### src/rtl/msx_fdc_glue.sv
// MSX disk-cartridge glue: register window, ROM select, motor/index timing.
// Optional disk-change latch when MSX_FDC_DSKCHG_EN is defined.
module msx_fdc_glue #(
    parameter int          NUM_DRIVES  = 2,
    parameter logic [13:0] REG_BASE    = 14'h3FF8,
    parameter logic [23:0] MOTOR_TICKS = 24'd3579545,
    parameter logic [19:0] ROT_TICKS   = 20'd715909,
    parameter logic [11:0] INDEX_W     = 12'd1432
) (
    input  logic                  clk,
    input  logic                  reset,
    input  logic                  clk_en,
    input  logic [15:0]           addr,
    input  logic [7:0]            d_from_cpu,
    output logic [7:0]            d_to_cpu,
    input  logic                  sltsl_n,
    input  logic                  cs1_n,
    input  logic                  rd_n,
    input  logic                  wr_n,
    input  logic [7:0]            rom_q,
    output logic                  fdc_cs,
    input  logic [7:0]            fdc_dout,
    input  logic                  fdc_drq,
    input  logic                  fdc_intrq,
    input  logic [NUM_DRIVES-1:0] img_mounted,
    input  logic [NUM_DRIVES-1:0] img_nz,
    output logic [1:0]            drive_sel,
    output logic                  side,
    output logic                  motor_on,
    output logic                  fdc_ready,
    output logic                  index
);

    localparam logic [2:0] ND = 3'(NUM_DRIVES);

    logic                  win, rom_sel, wr_commit, wr_ctl, wr_side;
    logic [2:0]            off;
    logic                  wr_q;
    logic                  side_q, side_d;
    logic [1:0]            drive_q, drive_d;
    logic                  in_use_q, in_use_d;
    logic                  motor_q, motor_d;
    logic [23:0]           mcnt_q, mcnt_d;
    logic [19:0]           rot_q, rot_d;
    logic [NUM_DRIVES-1:0] img_q, img_d;
    logic [3:0]            img4;
    logic                  ready;
    logic [7:0]            reg6, reg_rd;
    logic                  unused_bits;

    assign off = addr[2:0];
    assign win = ~sltsl_n & (addr[15:14] == 2'b01)
               & (addr[13:3] == REG_BASE[13:3]);
    assign rom_sel = ~sltsl_n & ~cs1_n & (addr[15:14] == 2'b01) & ~win;
    assign fdc_cs = win & ~addr[2];

    // Commit only on the first clock of a write strobe.
    assign wr_commit = ~wr_n & wr_q & win;
    assign wr_ctl    = wr_commit & (off == 3'd5);
    assign wr_side   = wr_commit & (off == 3'd4);

    always_comb begin
        img4 = '0;
        img4[NUM_DRIVES-1:0] = img_q;
    end

    assign ready = motor_q & img4[drive_q] & ({1'b0, drive_q} < ND);
    assign fdc_ready = ready;
    assign index = ready & (rot_q < 20'(INDEX_W));
    assign drive_sel = drive_q;
    assign side = side_q;
    assign motor_on = motor_q;

    always_comb begin
        side_d   = side_q;
        drive_d  = drive_q;
        in_use_d = in_use_q;
        motor_d  = motor_q;
        mcnt_d   = mcnt_q;
        rot_d    = rot_q;
        img_d    = img_q;
        if (wr_side) side_d = d_from_cpu[0];
        if (wr_ctl) begin
            drive_d  = d_from_cpu[1:0];
            in_use_d = d_from_cpu[6];
            motor_d  = d_from_cpu[7];
            mcnt_d   = d_from_cpu[7] ? MOTOR_TICKS : 24'd0;
        end else if (clk_en && mcnt_q != 24'd0) begin
            mcnt_d = mcnt_q - 24'd1;
            if (mcnt_q == 24'd1) motor_d = 1'b0;
        end
        if (!ready)
            rot_d = '0;
        else if (clk_en)
            rot_d = (rot_q == ROT_TICKS - 20'd1) ? 20'd0 : rot_q + 20'd1;
        for (int d = 0; d < NUM_DRIVES; d++)
            if (img_mounted[d]) img_d[d] = img_nz[d];
    end

    always_ff @(posedge clk or posedge reset) begin
        if (reset) begin
            wr_q     <= 1'b0;
            side_q   <= 1'b0;
            drive_q  <= 2'd0;
            in_use_q <= 1'b0;
            motor_q  <= 1'b0;
            mcnt_q   <= '0;
            rot_q    <= '0;
            img_q    <= '0;
        end else begin
            wr_q     <= wr_n;
            side_q   <= side_d;
            drive_q  <= drive_d;
            in_use_q <= in_use_d;
            motor_q  <= motor_d;
            mcnt_q   <= mcnt_d;
            rot_q    <= rot_d;
            img_q    <= img_d;
        end
    end

`ifdef MSX_FDC_DSKCHG_EN
    logic                  rd_q, pend_q, pend_d, rd_fall;
    logic [NUM_DRIVES-1:0] chg_q, chg_d;
    logic [3:0]            chg4;

    assign rd_fall = ~rd_n & rd_q & win & (off == 3'd6);

    // Clear is deferred to strobe end so the read returns the set bit.
    always_comb begin
        pend_d = pend_q;
        chg_d  = chg_q;
        if (rd_fall) begin
            pend_d = 1'b1;
        end else if (pend_q && rd_n) begin
            pend_d = 1'b0;
            for (int d = 0; d < NUM_DRIVES; d++)
                if (drive_q == 2'(d)) chg_d[d] = 1'b0;
        end
        for (int d = 0; d < NUM_DRIVES; d++)
            if (img_mounted[d]) chg_d[d] = 1'b1;
        chg4 = '0;
        chg4[NUM_DRIVES-1:0] = chg_q;
    end

    always_ff @(posedge clk or posedge reset) begin
        if (reset) begin
            rd_q   <= 1'b0;
            pend_q <= 1'b0;
            chg_q  <= '0;
        end else begin
            rd_q   <= rd_n;
            pend_q <= pend_d;
            chg_q  <= chg_d;
        end
    end

    assign reg6 = {4'hF, chg4};
    assign unused_bits = ^{d_from_cpu[5:2]};
`else
    assign reg6 = 8'hFF;
    assign unused_bits = ^{d_from_cpu[5:2], rd_n};
`endif

    always_comb begin
        case (off)
            3'd4:    reg_rd = {7'h7F, ~side_q};
            3'd5:    reg_rd = {motor_q, in_use_q, 4'hF, drive_q};
            3'd6:    reg_rd = reg6;
            3'd7:    reg_rd = {~fdc_drq, ~fdc_intrq, 6'h3F};
            default: reg_rd = fdc_dout;
        endcase
        if (rom_sel)
            d_to_cpu = rom_q;
        else if (win && !rd_n)
            d_to_cpu = reg_rd;
        else
            d_to_cpu = 8'hFF;
    end

endmodule

### config.mk
export PLATFORM = sky130hd
export DESIGN_NAME = msx_fdc_glue
export DESIGN_NICKNAME = d
export VERILOG_FILES = /design/src/rtl/msx_fdc_glue.sv
export SDC_FILE = /design/constraint.sdc
export NUM_CORES = 1
export LEC_CHECK = 0
export ABC_CLOCK_PERIOD_IN_PS = 5630
export CORE_ASPECT_RATIO = 1.25
export CORE_MARGIN = 4
export CORE_UTILIZATION = 55
export DETAILED_ROUTE_END_ITERATION = 16
export PLACE_DENSITY = 0.95
export SLEW_MARGIN = 5
export SYNTH_ARGS = -nofsm -noshare
export SYNTH_HDL_FRONTEND = slang
export SYNTH_SLANG_ARGS = --single-unit
### constraint.sdc
create_clock -name clk -period 5.63 [get_ports clk]
set_input_delay 0.8445 -clock clk [delete_from_list [all_inputs] [get_ports clk]]
set_output_delay 0.8445 -clock clk [all_outputs]
set_load 0.02 [all_outputs]
## After elaboration in Yosys (flattened, before gate mapping)

Index checks and enable logic that the tools add are counted.

- Register bits: 52
- Bits of input ports: 53
- Output and inout bits: 15
- Logic and storage cells: 65

- $add $sub $neg: 2
- Magnitude comparators: 3
- Eq/ne operators: 9
- Multiplexer cells: 14
- Bitwise gates (word level): 21
- Reduce and logical (&&, ||, !) cells: 7

Operator list:

| cell | number |
|---|---|
| two-way mux 20 bit | 3 |
| two-way mux 24 bit | 2 |
| one-hot mux 8 bit (4 select lines) | 1 |
| equality test 24 x 1 -> 1 bit (second input constant) | 1 |
| nonzero test 24 bit | 1 |
| subtractor 24 x 1 -> 24 bit (second input constant) | 1 |
| two-way mux 22 bit | 1 |
| adder 20 x 1 -> 20 bit (second input constant) | 1 |
| equality test 20 bit (second input constant) | 1 |
| less-than comparator 20 x 11 -> 1 bit (second input constant) | 1 |
| two-way mux 8 bit | 2 |
| AND 1 bit | 13 |
| equality test 3 bit (second input constant) | 4 |
| equality test 11 bit (second input constant) | 1 |
| NOT 1 bit | 8 |
| two-way mux 1 bit | 4 |
| nonzero test 2 bit | 2 |
| less-than comparator 2 x 3 -> 1 bit (second input constant) | 1 |
| binary-select mux 1 bit (select 2 bit) | 1 |
| equality test 2 x 1 -> 1 bit (second input constant) | 1 |
| logical AND 1 bit | 2 |
| less-than comparator 2 bit (second input constant) | 1 |
| inequality test 2 bit (second input constant) | 1 |
| AND reduction 2 bit | 1 |
| logical NOT 1 bit | 1 |

## Depth between registers and ports, before layout

- Depth in word-level cells: 7
- Mapped depth: 8

## Least setup slack after synthesis

No wires, ideal clock.

- Path kind: input port to output port
- Start point: input port sltsl_n
- End point: output port d_to_cpu[2]
- Data arrival time: 2607 ps
- Data required time: 4786 ps
- Path slack: 2179 ps
- Cell stages on the path: 5
- Buffers on the path: 1
- Cells stage by stage: or3b_2 > or4_1 > clkbuf_1 > or2_2 > o32a_1

- Word-level cells in the longest chain between the ends: 6
- Elaborated cells between the ends (all ways): 10
- Those cells by class: mux: 2; bitwise: 7; reduce/logical: 1

Ends and longest elaborated chain:

| element | RTL line | text |
|---|---|---|
| from (decl) | 16 | `input logic sltsl_n,` |
| NOT 1 bit * | 52, 54 |  |
| AND 1 bit | 52 | `assign win = ~sltsl_n & (addr[15:14] == 2'b01)` |
| AND 1 bit | 53 | `& (addr[13:3] == REG_BASE[13:3]);` |
| logical AND 1 bit / NOT 1 bit (equally long branches) | 175, 54 |  |
| two-way mux 8 bit / AND 1 bit (equally long branches) | 175, 54 |  |
| two-way mux 8 bit * | 173 | `if (rom_sel)` |
| to (decl) | 15 | `output logic [7:0] d_to_cpu,` |

Every way passes the cells marked *; elsewhere a longest branch is shown, timed or not.

## Final worst setup path

- Start point: input port addr[14]
- End point: output port d_to_cpu[2]

- Word-level cells in the longest chain between the ends: 6
- Elaborated cells between the ends (all ways): 9
- Those cells by class: eq/ne: 1; mux: 2; bitwise: 5; reduce/logical: 1

Ends and longest elaborated chain:

| element | RTL line | text |
|---|---|---|
| from (decl) | 13 | `input logic [15:0] addr,` |
| equality test 2 x 1 -> 1 bit * | 52, 54 |  |
| AND 1 bit | 52 |  |
| AND 1 bit | 53 |  |
| logical AND 1 bit / NOT 1 bit (equally long branches) | 175, 54 |  |
| two-way mux 8 bit / AND 1 bit (equally long branches) | 175, 54 |  |
| two-way mux 8 bit * | 173 |  |

Marks and branches as above.

==> results.py <==
metrics = {
    "yosys": {
        "synth_nets": 402,
        "synth_cell_types": 52,
        "synth_top_cell_by_area": "dfrtp_1",
        "syn_avg_cell_area_um2": 8.98,
        "synth_top_area_share_pct": 42.1,
        "syn_area_mm2": 0.00309,
        "yosys_warnings": 0,
        "ys_ff_latch": 52,
        "synth_area_leaders": "dfrtp_1, nor2_1, xnor2_1, nand2_1, or4_1",
        "ys_async_sr_fraction_pct": 100,
        "synth-main-ff-cell": "dfrtp_1",
        "postSynthCellCount": 344,
        "synth.yosys.seq_area_share_pct": 42.1,
        "synth_enable_flop_cells": 0,
    },
    "worst_setup_path": {
        "crit_family": "simple AND/OR/NAND/NOR gates",
        "endpoint_kind": "output pin",
        "crit_type": "in2out",
        "cp.depth": 6,
        "slowest_stage": "or4_1",
        "required_ns": 4.79,
        "ff2ff_setup_slack_ns": 2.86,
        "slowest_delay_ns": 0.62,
        "crit_path_start_kind": "input pin",
        "ff2ff_path_depth": 7,
        "crit_arrival_ns": 3.61,
        "crit_fanout": 8,
        "crit_chain": "clkdlybuf4s50_1 > or3b_2 > or4_1 > or2_2 > o32a_1 > clkdlybuf4s50_1",
        "path_common_cell": "clkdlybuf4s50_1",
        "crit_buf_inv": 2,
    },
    "cts": {
        "hold_buffers": 0,
        "cts_buffers": 5,
        "cts-root-buf": "clkbuf_8",
        "clock_latency_ns": 0.32,
        "cts_sinks": 52,
        "cts-resized-gates": 0,
        "post_cts_buffers": 0,
        "path_clk_slew_ns": 0.09,
        "cts_buffer_depth": 2,
        "cts_tree": "yes",
        "h-tree-depth": 2,
    },
    "floorplanning": {
        "boundaryPins": 68,
        "die_h_um": 91.8,
        "die_area_mm2": 0.00689,
        "dieWidth_um": 75.0,
        "initial_utilization_pct": 56.8,
        "row_count": 30,
        "coreArea_mm2": 0.00544,
    },
    "cells_and_area": {
        "utilization_pct": 71.7,
        "fill_cells": 369,
        "fin_nets": 458,
        "layout-drive-gt1-share_pct": 7.23,
        "area_growth_pct": 26.3,
        "antenna_cells": 0,
        "stdcell_area_mm2": 0.00390,
    },
    "placed_design": {
        "hpwl_um": 6090,
        "gp_congestion": 0.942,
        "io_buffers": 63,
        "placed_area_mm2": 0.00374,
    },
    "global_route": {
        "grt_pass1_vias": 2957,
        "met1_usage_pct": 31.7,
        "met3_usage_pct": 4.06,
        "top_usage_layer": "met2",
        "grt_pass1_wl_um": 13900,
        "grt_use_total_pct": 25.4,
        "grt_max_degree": 53,
        "grt_overflow": 0,
        "grt_use_met2_pct": 43.8,
        "antenna_found_initial": 0,
    },
    "job": {
        "drv_cap": 0,
    },
    "drt": {
        "viasPerCell": 6.51,
        "drtIter0Drc": 229,
        "first_pass_iters": 5,
        "wl_um": 8520,
        "vias": 3029,
        "detail_route.wl_per_cell_um": 18.3,
        "drc": 0,
        "ant_nets": 0,
    },
    "sta": {
        "min_period_over_period_pct": 79.0,
        "finClkSkew_ns": 0.0127,
        "report.final.slew_viol_count": 0,
        "hold_viol": 0,
        "grt_setup_unrepaired": "no",
        "period_needed_ns": 4.45,
        "relSlewSlack_pct": 24.0,
        "worst_pin_slew_ns": 1.14,
        "setup_violations": 0,
        "tns_ns": 0,
        "timing.fmax_mhz": 225,
    },
    "power": {
        "power_density_mw_per_mm2": 312,
        "ir_drop_mv": 0.251,
        "p_leak_nw": 1.48,
    },
    "outcome": {
        "outcome": "finished, final reports clean",
    },
    "hold_path": {
        "hp-class": "reg2reg",
        "min_path_cells": 2,
    },
}
synthesized netlist by cell type (5+ instances only):
cell type   n
a21oi_1    15
a31oi_1     9
clkbuf_1   10
dfrtp_1    52
ha_1        5
inv_1       8
nand2_1    28
nand3_1    10
nand4_1     8
nor2_1     33
nor3_1     11
nor4_1     15
o21ai_0    13
o31ai_1    10
or2_2       7
or3_1      16
or4_1      14
xnor2_1    14
routing by layer:
| metal | share of wire, % | up-vias |
|---|---|---|
| met5 | 0 | - |
| met2 | 55 | 125 |
| met4 | 1.8 | 0 |
| met1 | 39 | 1468 |
| li1 | - | 1413 |
| met3 | 4.8 | 23 |
path summary, 6_finish.rpt:
| path | from | to |
|---|---|---|
| hold reg to reg | in_use_q$_DFFE_PP0P_ | in_use_q$_DFFE_PP0P_ |
| hold / removal | in_use_q$_DFFE_PP0P_ | in_use_q$_DFFE_PP0P_ |
| setup / recovery | addr[14] | d_to_cpu[2] |
| setup reg to reg | rot_q[0]$_DFFE_PP0P_ | rot_q[11]$_DFFE_PP0P_ |
| min in group asynchronous | reset | img_q[0]$_DFFE_PP0P_ |
| max in group asynchronous | reset | mcnt_q[20]$_DFFE_PP0P_ |
worst register-to-register path, cell delays in order (launching register included):
cell and delay, ns:
dfrtp_1 0.41, inv_1 0.10, ha_1 0.16, nand4_1 0.10
or4b_2 0.64, or3_1 0.39, a21oi_1 0.70, nor2_1 0.13
where the power goes:
group          total (W)  internal [W]  switching (W)  leakage, nW
combinational   0.000335      0.000148       0.000187        0.709
clock           0.000352      0.000222       0.000130       0.0784
sequential      0.000530      0.000448      0.0000818        0.691
total            0.00122      0.000818       0.000399         1.48
registers in the layout, indices dropped and copies added, names as in the netlist:
signal / flops
wr_q: 1
img_q: 2
side: 1
rot_q: 20
in_use_q: 1
drive_sel: 2
mcnt_q: 24
motor_on: 1
logic make-up after synthesis:
family | Yosys count | synth area share, %
compound gates | 74 | 16.1
flops | 52 | 42.1
simple gates | 169 | 30.4
buf+inv | 23 | 3.04
xor+xnor | 16 | 4.53
fa+ha+maj | 5 | 2.02
mux | 5 | 1.78
cell type report:
cell class / instances / area (um2) / area share [%]
clock buffers: 5 / 68.8 / 1.76
inverters: 8 / 30.0 / 0.769
clock inverters: 3 / 90.1 / 2.31
flip-flops and latches: 52 / 1300 / 33.3
repair buffers: 64 / 638 / 16.3
well taps: 64 / 80.1 / 2.05
multi-input cells: 269 / 1700 / 43.4
through the flow:
stage / setup WS (ns) / total power, W / cells / hold slack (ns)
2_1_floorplan: 2.18 / 0.000745 / 344 / 0.440
3_3_place_gp: 1.21 / 0.000826 / 457 / 0.456
3_5_place_dp: 1.17 / 0.000853 / 457 / 0.475
4_1_cts: 1.17 / 0.00121 / 465 / 0.494
5_1_grt: 1.12 / 0.00128 / 465 / 0.527
6_report: 1.18 / 0.00122 / 465 / 0.487
placed cells by master, fill, tap and decap left out, types with 4 or more instances in the layout:
cell type | netlist | final
clkdlybuf4s50_1 | 0 | 63
dfrtp_1 | 52 | 52
nor2_1 | 33 | 33
nand2_1 | 28 | 28
or3_1 | 16 | 16
nor4_1 | 15 | 15
a21oi_1 | 15 | 15
or4_1 | 14 | 14
xnor2_1 | 14 | 14
o21ai_0 | 13 | 13
nor3_1 | 11 | 11
nand3_1 | 10 | 10
o31ai_1 | 10 | 10
a31oi_1 | 9 | 9
nand4_1 | 8 | 8
or2_2 | 7 | 7
inv_1 | 8 | 7
ha_1 | 5 | 5
clkbuf_8 | 0 | 5
nand2b_1 | 4 | 4
mux2_2 | 4 | 4
nor2b_1 | 4 | 4
and4_1 | 4 | 4
o32a_1 | 4 | 4
No activity file was read; power rests on OpenSTA's default activity.
